===== config.mk =====
export PLATFORM = sky130hd
export DESIGN_NAME = alu_issue_ctrl
export DESIGN_NICKNAME = d
export VERILOG_FILES = /design/src/rtl/alu_issue_ctrl.sv
export SDC_FILE = /design/constraint.sdc
export NUM_CORES = 1
export LEC_CHECK = 0
export ABC_AREA = 1
export BUFFER_PORTS_ARGS = -buffer_cell sky130_fd_sc_hd__buf_4
export CAP_MARGIN = 20
export CORE_UTILIZATION = 40
export CTS_CLUSTER_SIZE = 24
export DETAILED_ROUTE_END_ITERATION = 7
export HOLD_SLACK_MARGIN = 0.06
export PLACE_DENSITY_LB_ADDON = 0.25
export REMOVE_ABC_BUFFERS = 1
export SLEW_MARGIN = 20
export SYNTH_ARGS = -nofsm -noshare
export SYNTH_HDL_FRONTEND = slang
export SYNTH_SLANG_ARGS = --single-unit

===== constraint.sdc =====
create_clock -name clk -period 3.7 [get_ports clk]
set_input_delay 1.11 -clock clk [delete_from_list [all_inputs] [get_ports clk]]
set_output_delay 1.11 -clock clk [all_outputs]
set_load 0.01 [all_outputs]

===== src/rtl/alu_issue_ctrl.sv =====
// alu_issue_ctrl
//   Registered, handshaked ALU-select decoder for the RV32 execute stage.
//   Decodes alu_op/opcode/funct7/funct3 into an SEL_W-bit select and holds it
//   (valid/ready) until execute consumes it. Zero-bubble back-to-back issue.
//
//   Build option: define ALU_CTRL_MDU_EN to enable RV32M decode plus the
//   multi-cycle BUSY occupancy path (MUL_LAT / DIV_LAT). Without it, RV32M
//   encodings decode as illegal single-cycle ops and busy is tied low.
//
// Ports
//   clk, rst            rising-edge clock, synchronous active-high reset
//   flush               synchronous pipeline kill (drops held op and input)
//   in_valid/in_ready   decode-field handshake (in_ready is combinational)
//   alu_op,opcode,funct7,funct3  instruction decode fields
//   out_valid/out_ready select handshake towards execute
//   alu_sel             registered select, 5-bit codes zero-extended
//   out_multi           held op is an M-extension op
//   out_illegal         held op has no legal decode
//   busy                high while a multi-cycle op occupies the block
module alu_issue_ctrl #(
    parameter int SEL_W   = 5,
    parameter int MUL_LAT = 1,
    parameter int DIV_LAT = 32
) (
    input  logic             clk,
    input  logic             rst,
    input  logic             flush,
    input  logic             in_valid,
    output logic             in_ready,
    input  logic [1:0]       alu_op,
    input  logic [6:0]       opcode,
    input  logic [6:0]       funct7,
    input  logic [2:0]       funct3,
    output logic             out_valid,
    input  logic             out_ready,
    output logic [SEL_W-1:0] alu_sel,
    output logic             out_multi,
    output logic             out_illegal,
    output logic             busy
);

    localparam logic [4:0] SEL_AND  = 5'b00000;
    localparam logic [4:0] SEL_OR   = 5'b00001;
    localparam logic [4:0] SEL_ADD  = 5'b00010;
    localparam logic [4:0] SEL_XOR  = 5'b00011;
    localparam logic [4:0] SEL_SLL  = 5'b00100;
    localparam logic [4:0] SEL_SRL  = 5'b00101;
    localparam logic [4:0] SEL_SUB  = 5'b00110;
    localparam logic [4:0] SEL_SLTU = 5'b00111;
    localparam logic [4:0] SEL_SLT  = 5'b01000;
    localparam logic [4:0] SEL_SRA  = 5'b01001;
    localparam logic [4:0] SEL_LUI  = 5'b01010;

    localparam logic [6:0] OPC_OP     = 7'b0110011;
    localparam logic [6:0] OPC_OP_IMM = 7'b0010011;
    localparam logic [6:0] OPC_LUI    = 7'b0110111;

    // Elaboration-time parameter sanity checks.
    if (SEL_W < 5) begin : g_bad_sel_w
        $error("alu_issue_ctrl: SEL_W must be >= 5");
    end
    if (MUL_LAT < 0 || DIV_LAT < 0) begin : g_bad_lat
        $error("alu_issue_ctrl: latencies must be non-negative");
    end

    typedef enum logic [1:0] {
        IDLE  = 2'd0,
        BUSY  = 2'd1,
        VALID = 2'd2
    } state_t;

    state_t state;

    // ------------------------------------------------------------------
    // Combinational decode
    // ------------------------------------------------------------------
    logic [4:0] d_sel;
    logic       d_multi;
    logic       d_illegal;

    // Shared R/I arithmetic table keyed by {alt, funct3}; alt is funct7[5]
    // for register ops and only meaningful for SUB/SRA.
    function automatic logic [5:0] arith_sel(input logic alt, input logic [2:0] f3);
        // returns {illegal, sel}
        case ({alt, f3})
            4'b0000: arith_sel = {1'b0, SEL_ADD};
            4'b1000: arith_sel = {1'b0, SEL_SUB};
            4'b0001: arith_sel = {1'b0, SEL_SLL};
            4'b0010: arith_sel = {1'b0, SEL_SLT};
            4'b0011: arith_sel = {1'b0, SEL_SLTU};
            4'b0100: arith_sel = {1'b0, SEL_XOR};
            4'b0101: arith_sel = {1'b0, SEL_SRL};
            4'b1101: arith_sel = {1'b0, SEL_SRA};
            4'b0110: arith_sel = {1'b0, SEL_OR};
            4'b0111: arith_sel = {1'b0, SEL_AND};
            default: arith_sel = {1'b1, SEL_ADD};
        endcase
    endfunction

    always_comb begin
        d_sel     = SEL_ADD;
        d_multi   = 1'b0;
        d_illegal = 1'b0;
        case (alu_op)
            2'b00: d_sel = SEL_ADD;
            2'b01: begin
                case (funct3)
                    3'b000, 3'b001: d_sel = SEL_SUB;
                    3'b100, 3'b101: d_sel = SEL_SLT;
                    3'b110, 3'b111: d_sel = SEL_SLTU;
                    default:        d_illegal = 1'b1;
                endcase
            end
            2'b10: begin
                if (opcode == OPC_OP) begin
`ifdef ALU_CTRL_MDU_EN
                    if (funct7 == 7'b0000001) begin
                        d_sel   = {2'b10, funct3};
                        d_multi = 1'b1;
                    end else
`endif
                    if (funct7 == 7'b0000000 || funct7 == 7'b0100000) begin
                        {d_illegal, d_sel} = arith_sel(funct7[5], funct3);
                    end else begin
                        d_illegal = 1'b1;
                    end
                end else if (opcode == OPC_OP_IMM) begin
                    // Immediate bits share funct7's slot, so only SRAI/SRLI
                    // look at bit 5; SLLI demands a zero upper field.
                    if (funct3 == 3'b001 && funct7 != 7'b0000000) begin
                        d_illegal = 1'b1;
                    end else begin
                        {d_illegal, d_sel} = arith_sel((funct3 == 3'b101) & funct7[5], funct3);
                    end
                end else begin
                    d_illegal = 1'b1;
                end
            end
            default: d_sel = (opcode == OPC_LUI) ? SEL_LUI : SEL_ADD;
        endcase
    end

    // ------------------------------------------------------------------
    // Handshake
    // ------------------------------------------------------------------
    assign in_ready = (state == IDLE) || (state == VALID && out_ready);

    logic accept;
    assign accept = in_valid && in_ready;

`ifdef ALU_CTRL_MDU_EN
    localparam int MAX_LAT = (MUL_LAT > DIV_LAT) ? MUL_LAT : DIV_LAT;
    localparam int CNT_W   = ($clog2(MAX_LAT + 1) < 1) ? 1 : $clog2(MAX_LAT + 1);

    logic [CNT_W-1:0] cnt;
    int               d_lat;
    logic             go_busy;

    // funct3[2] splits the M group: 0xx multiplies, 1xx divides/remainders.
    assign d_lat   = funct3[2] ? DIV_LAT : MUL_LAT;
    assign go_busy = d_multi && (d_lat > 0);
`endif

    // ------------------------------------------------------------------
    // FSM with registered outputs
    // ------------------------------------------------------------------
    always_ff @(posedge clk) begin
        if (rst) begin
            state       <= IDLE;
            out_valid   <= 1'b0;
            alu_sel     <= '0;
            out_multi   <= 1'b0;
            out_illegal <= 1'b0;
            busy        <= 1'b0;
`ifdef ALU_CTRL_MDU_EN
            cnt         <= '0;
`endif
        end else if (flush) begin
            // alu_sel and flags are left as-is; out_valid=0 makes them don't-care.
            state     <= IDLE;
            out_valid <= 1'b0;
            busy      <= 1'b0;
`ifdef ALU_CTRL_MDU_EN
            cnt       <= '0;
`endif
        end else begin
            case (state)
                IDLE, VALID: begin
                    if (accept) begin
                        alu_sel     <= SEL_W'(d_sel);
                        out_multi   <= d_multi;
                        out_illegal <= d_illegal;
`ifdef ALU_CTRL_MDU_EN
                        if (go_busy) begin
                            cnt       <= CNT_W'(d_lat - 1);
                            busy      <= 1'b1;
                            out_valid <= 1'b0;
                            state     <= BUSY;
                        end else begin
                            out_valid <= 1'b1;
                            state     <= VALID;
                        end
`else
                        out_valid <= 1'b1;
                        state     <= VALID;
`endif
                    end else if (state == VALID && out_ready) begin
                        out_valid <= 1'b0;
                        state     <= IDLE;
                    end
                end
`ifdef ALU_CTRL_MDU_EN
                BUSY: begin
                    if (cnt == '0) begin
                        busy      <= 1'b0;
                        out_valid <= 1'b1;
                        state     <= VALID;
                    end else begin
                        cnt <= cnt - 1'b1;
                    end
                end
`endif
                default: begin
                    out_valid <= 1'b0;
                    busy      <= 1'b0;
                    state     <= IDLE;
                end
            endcase
        end
    end

endmodule


==> results.toml <==
[power]
max-vdd-ir-drop_uv = 145.6
leakage_nw = 0.5574
power_density_mw_per_mm2 = 186.9

[hold_path]
worstHoldPathType = "flop to flop"

[job]
maxCapViolCount = 0

[yosys]
synth_cell_types = 29
syn-instance-count = 132
synth-edff-count = 0
yosys.area.top_type_share_pct = 17.78
netlist_area_um2 = 844.6
yosys-top-cells-count = "40 x nand2_1, 12 x inv_1, 11 x ha_1, 9 x nand3_1, 9 x nor2_1"
seq_area_frac_synth_pct = 14.22
async_reset_ff_share_pct = 0
synth.area.top_cells = "nand2_1 18%, ha_1 16%, dfxtp_1 14%"
synth_seq_cells = 6
synth_largest_area_cell = "nand2_1"
syn_area_per_cell_um2 = 6.398
synth.most_common_cell = "nand2_1"
yosys_warnings = 0
ys.flop_type = "dfxtp_1"

[sta]
maxSlewViolCount = 0
hold_viol = 0
setup_viol = 0
skew_ns = 0.008106
period_share_pct = 69.47
tns_ns = 0
rsz0062_at_grt = "false"
fin_ws_ns = 1.130
period_needed_ns = 2.570
max_freq_mhz = 389.1
whs_ns = 0.4677

[clocking]
cts_tree = "yes"
post-cts-setup-buffer-count = 0
cts_hold_buffers = 0
cts_inserted_buffers = 3
clk_pin_slew_ns = 0.04
clock-sinks = 6
clock_latency_ns = 0.25
htree_levels = 1
cts_buffer_depth = 2
cts-root-buf = "clkbuf_4"
cts_resized = 0

[floorplanning]
num_rows = 16
die_area_mm2 = 0.002299
die_w_um = 47.95
start_util_pct = 42.61
die_h_um = 47.95
core_mm2 = 0.001982
num_io_pins = 34

[finish]
synthToLayoutAreaGrowth_pct = 30.22
drive_gt1_share_pct = 34.97
antenna_cells = 0
nNetsFinal = 200

[setup_path]
worstSetupPathType = "input port to output port"
crit_fanout = 3
arrival_ns = 1.46
startpoint_type = "input port"
cp-end-kind = "output port"
required_ns = 2.59

[routing]
routedWlPerCell_um = 9.437
detail-route-antenna-nets = 0
via_per_inst = 4.732
vias = 899
drt_iter0_markers = 16
dr.pass1.iters = 4
remaining_drc_errors = 0
wirelength_mm = 1.793

[grt]
grt_overflow = 0
grt_use_total_pct = 16.92
grt_max_degree = 10
antenna_found_initial = 0
grt_pass1_wl_mm = 2.773
met1_usage_pct = 20.40
grt_pass1_vias = 723
use_met2_pct = 29.19
grt_util_met3_pct = 5.660
grt.busiest_layer = "met2"

[placed_design]
dp_hpwl_mm = 1.498
gp_congestion = 0.8006
port_buffers = 30
pre_cts_ws_ns = 1.131

[outcome]
outcome = "completed"
-- routing by layer --
layer  vias to the layer above  part of all wire [%]
met5                         -                     0
met4                         0                  0.67
met3                         2                   4.9
met2                        23                    47
met1                       394                    47
li1                        480                     -
-- cells in the final DEF (no fill, tap or decap) --
cell | Yosys | layout
o21ai_0 | 1 | 1
nand2_1 | 40 | 40
o211ai_2 | 1 | 1
inv_2 | 3 | 3
nand2_2 | 6 | 6
a21oi_2 | 2 | 2
nor2_4 | 2 | 2
nand4_1 | 3 | 3
clkinv_2 | 1 | 1
nor3_1 | 1 | 1
ha_1 | 11 | 11
a211oi_1 | 1 | 1
nand3_2 | 1 | 1
inv_1 | 12 | 12
clkbuf_4 | 0 | 3
o21ai_2 | 1 | 1
a21oi_1 | 6 | 6
nand3_1 | 9 | 9
a21boi_2 | 1 | 1
nor4_1 | 1 | 1
conb_1 | 1 | 3
dfxtp_1 | 6 | 6
o21ai_1 | 2 | 2
buf_4 | 3 | 30
nand3_4 | 1 | 1
nor2_1 | 9 | 9
or2_2 | 1 | 1
nor2_2 | 4 | 4
o21bai_1 | 1 | 1
-- cells by family after synthesis --
| family | share of synthesized area (%) |
|---|---|
| buffers and inverters | 11.26 |
| adder cells (fa/ha/maj) | 16.30 |
| AO/OA/AOI/OAI | 13.04 |
| AND/OR/NAND/NOR | 44.74 |
| other | 0.4440 |
| flip-flops | 14.22 |
-- worst max-delay path, stage by stage --
cell,delay [ns]
buf_4,0.11
inv_2,0.04
nand2_2,0.06
buf_4,0.15
-- registers in the layout, indices dropped and copies added, names as in the netlist --
register,cells
out_illegal,1
out_valid,1
alu_sel,4
-- where the power goes --
| part | total, mW | switching, mW | internal, mW | leakage, nW |
|---|---|---|---|---|
| Clock | 0.0621 | 0.0253 | 0.0368 | 0.0138 |
| Combinational | 0.0756 | 0.0410 | 0.0346 | 0.495 |
| Sequential | 0.0678 | 0.00101 | 0.0668 | 0.0488 |
| Total | 0.205 | 0.0673 | 0.138 | 0.557 |
-- metrics by stage --
| step | cells | area, µm² | power [mW] | utilization [%] |
|---|---|---|---|---|
| after floorplan | 130 | 818.3 | 0.1089 | - |
| after global placement | 187 | 1077 | 0.1427 | 54.36 |
| after detailed placement | 187 | 1077 | 0.1444 | 54.36 |
| after CTS | 190 | 1100 | 0.2080 | 55.49 |
| after global routing | 190 | 1100 | 0.2242 | 55.49 |
| final | 190 | 1100 | 0.2055 | 55.49 |
-- final cells by class --
class | instances | area (µm²)
Clock buffer | 3 | 22.52
Fill cell | 201 | 882.1
Inverter | 16 | 61.31
Multi-Input combinational cell | 108 | 636.9
Sequential cell | 6 | 120.1
Tap cell | 27 | 33.78
Timing Repair Buffer | 30 | 225.2
-- path summary, 6_finish.rpt --
path                                 start                        to  slack (ns)  depth (start not counted)
hold reg to reg   out_illegal$_SDFFE_PP0P_  out_illegal$_SDFFE_PP0P_        0.47                          2
setup / recovery                 out_ready                  in_ready        1.13                          4
setup reg to reg    out_valid$_SDFFE_PP0P_   alu_sel[3]$_SDFFE_PP0P_        2.55                          7
hold / removal    out_illegal$_SDFFE_PP0P_  out_illegal$_SDFFE_PP0P_        0.47                          2
(Power assumes the default switching activity.)
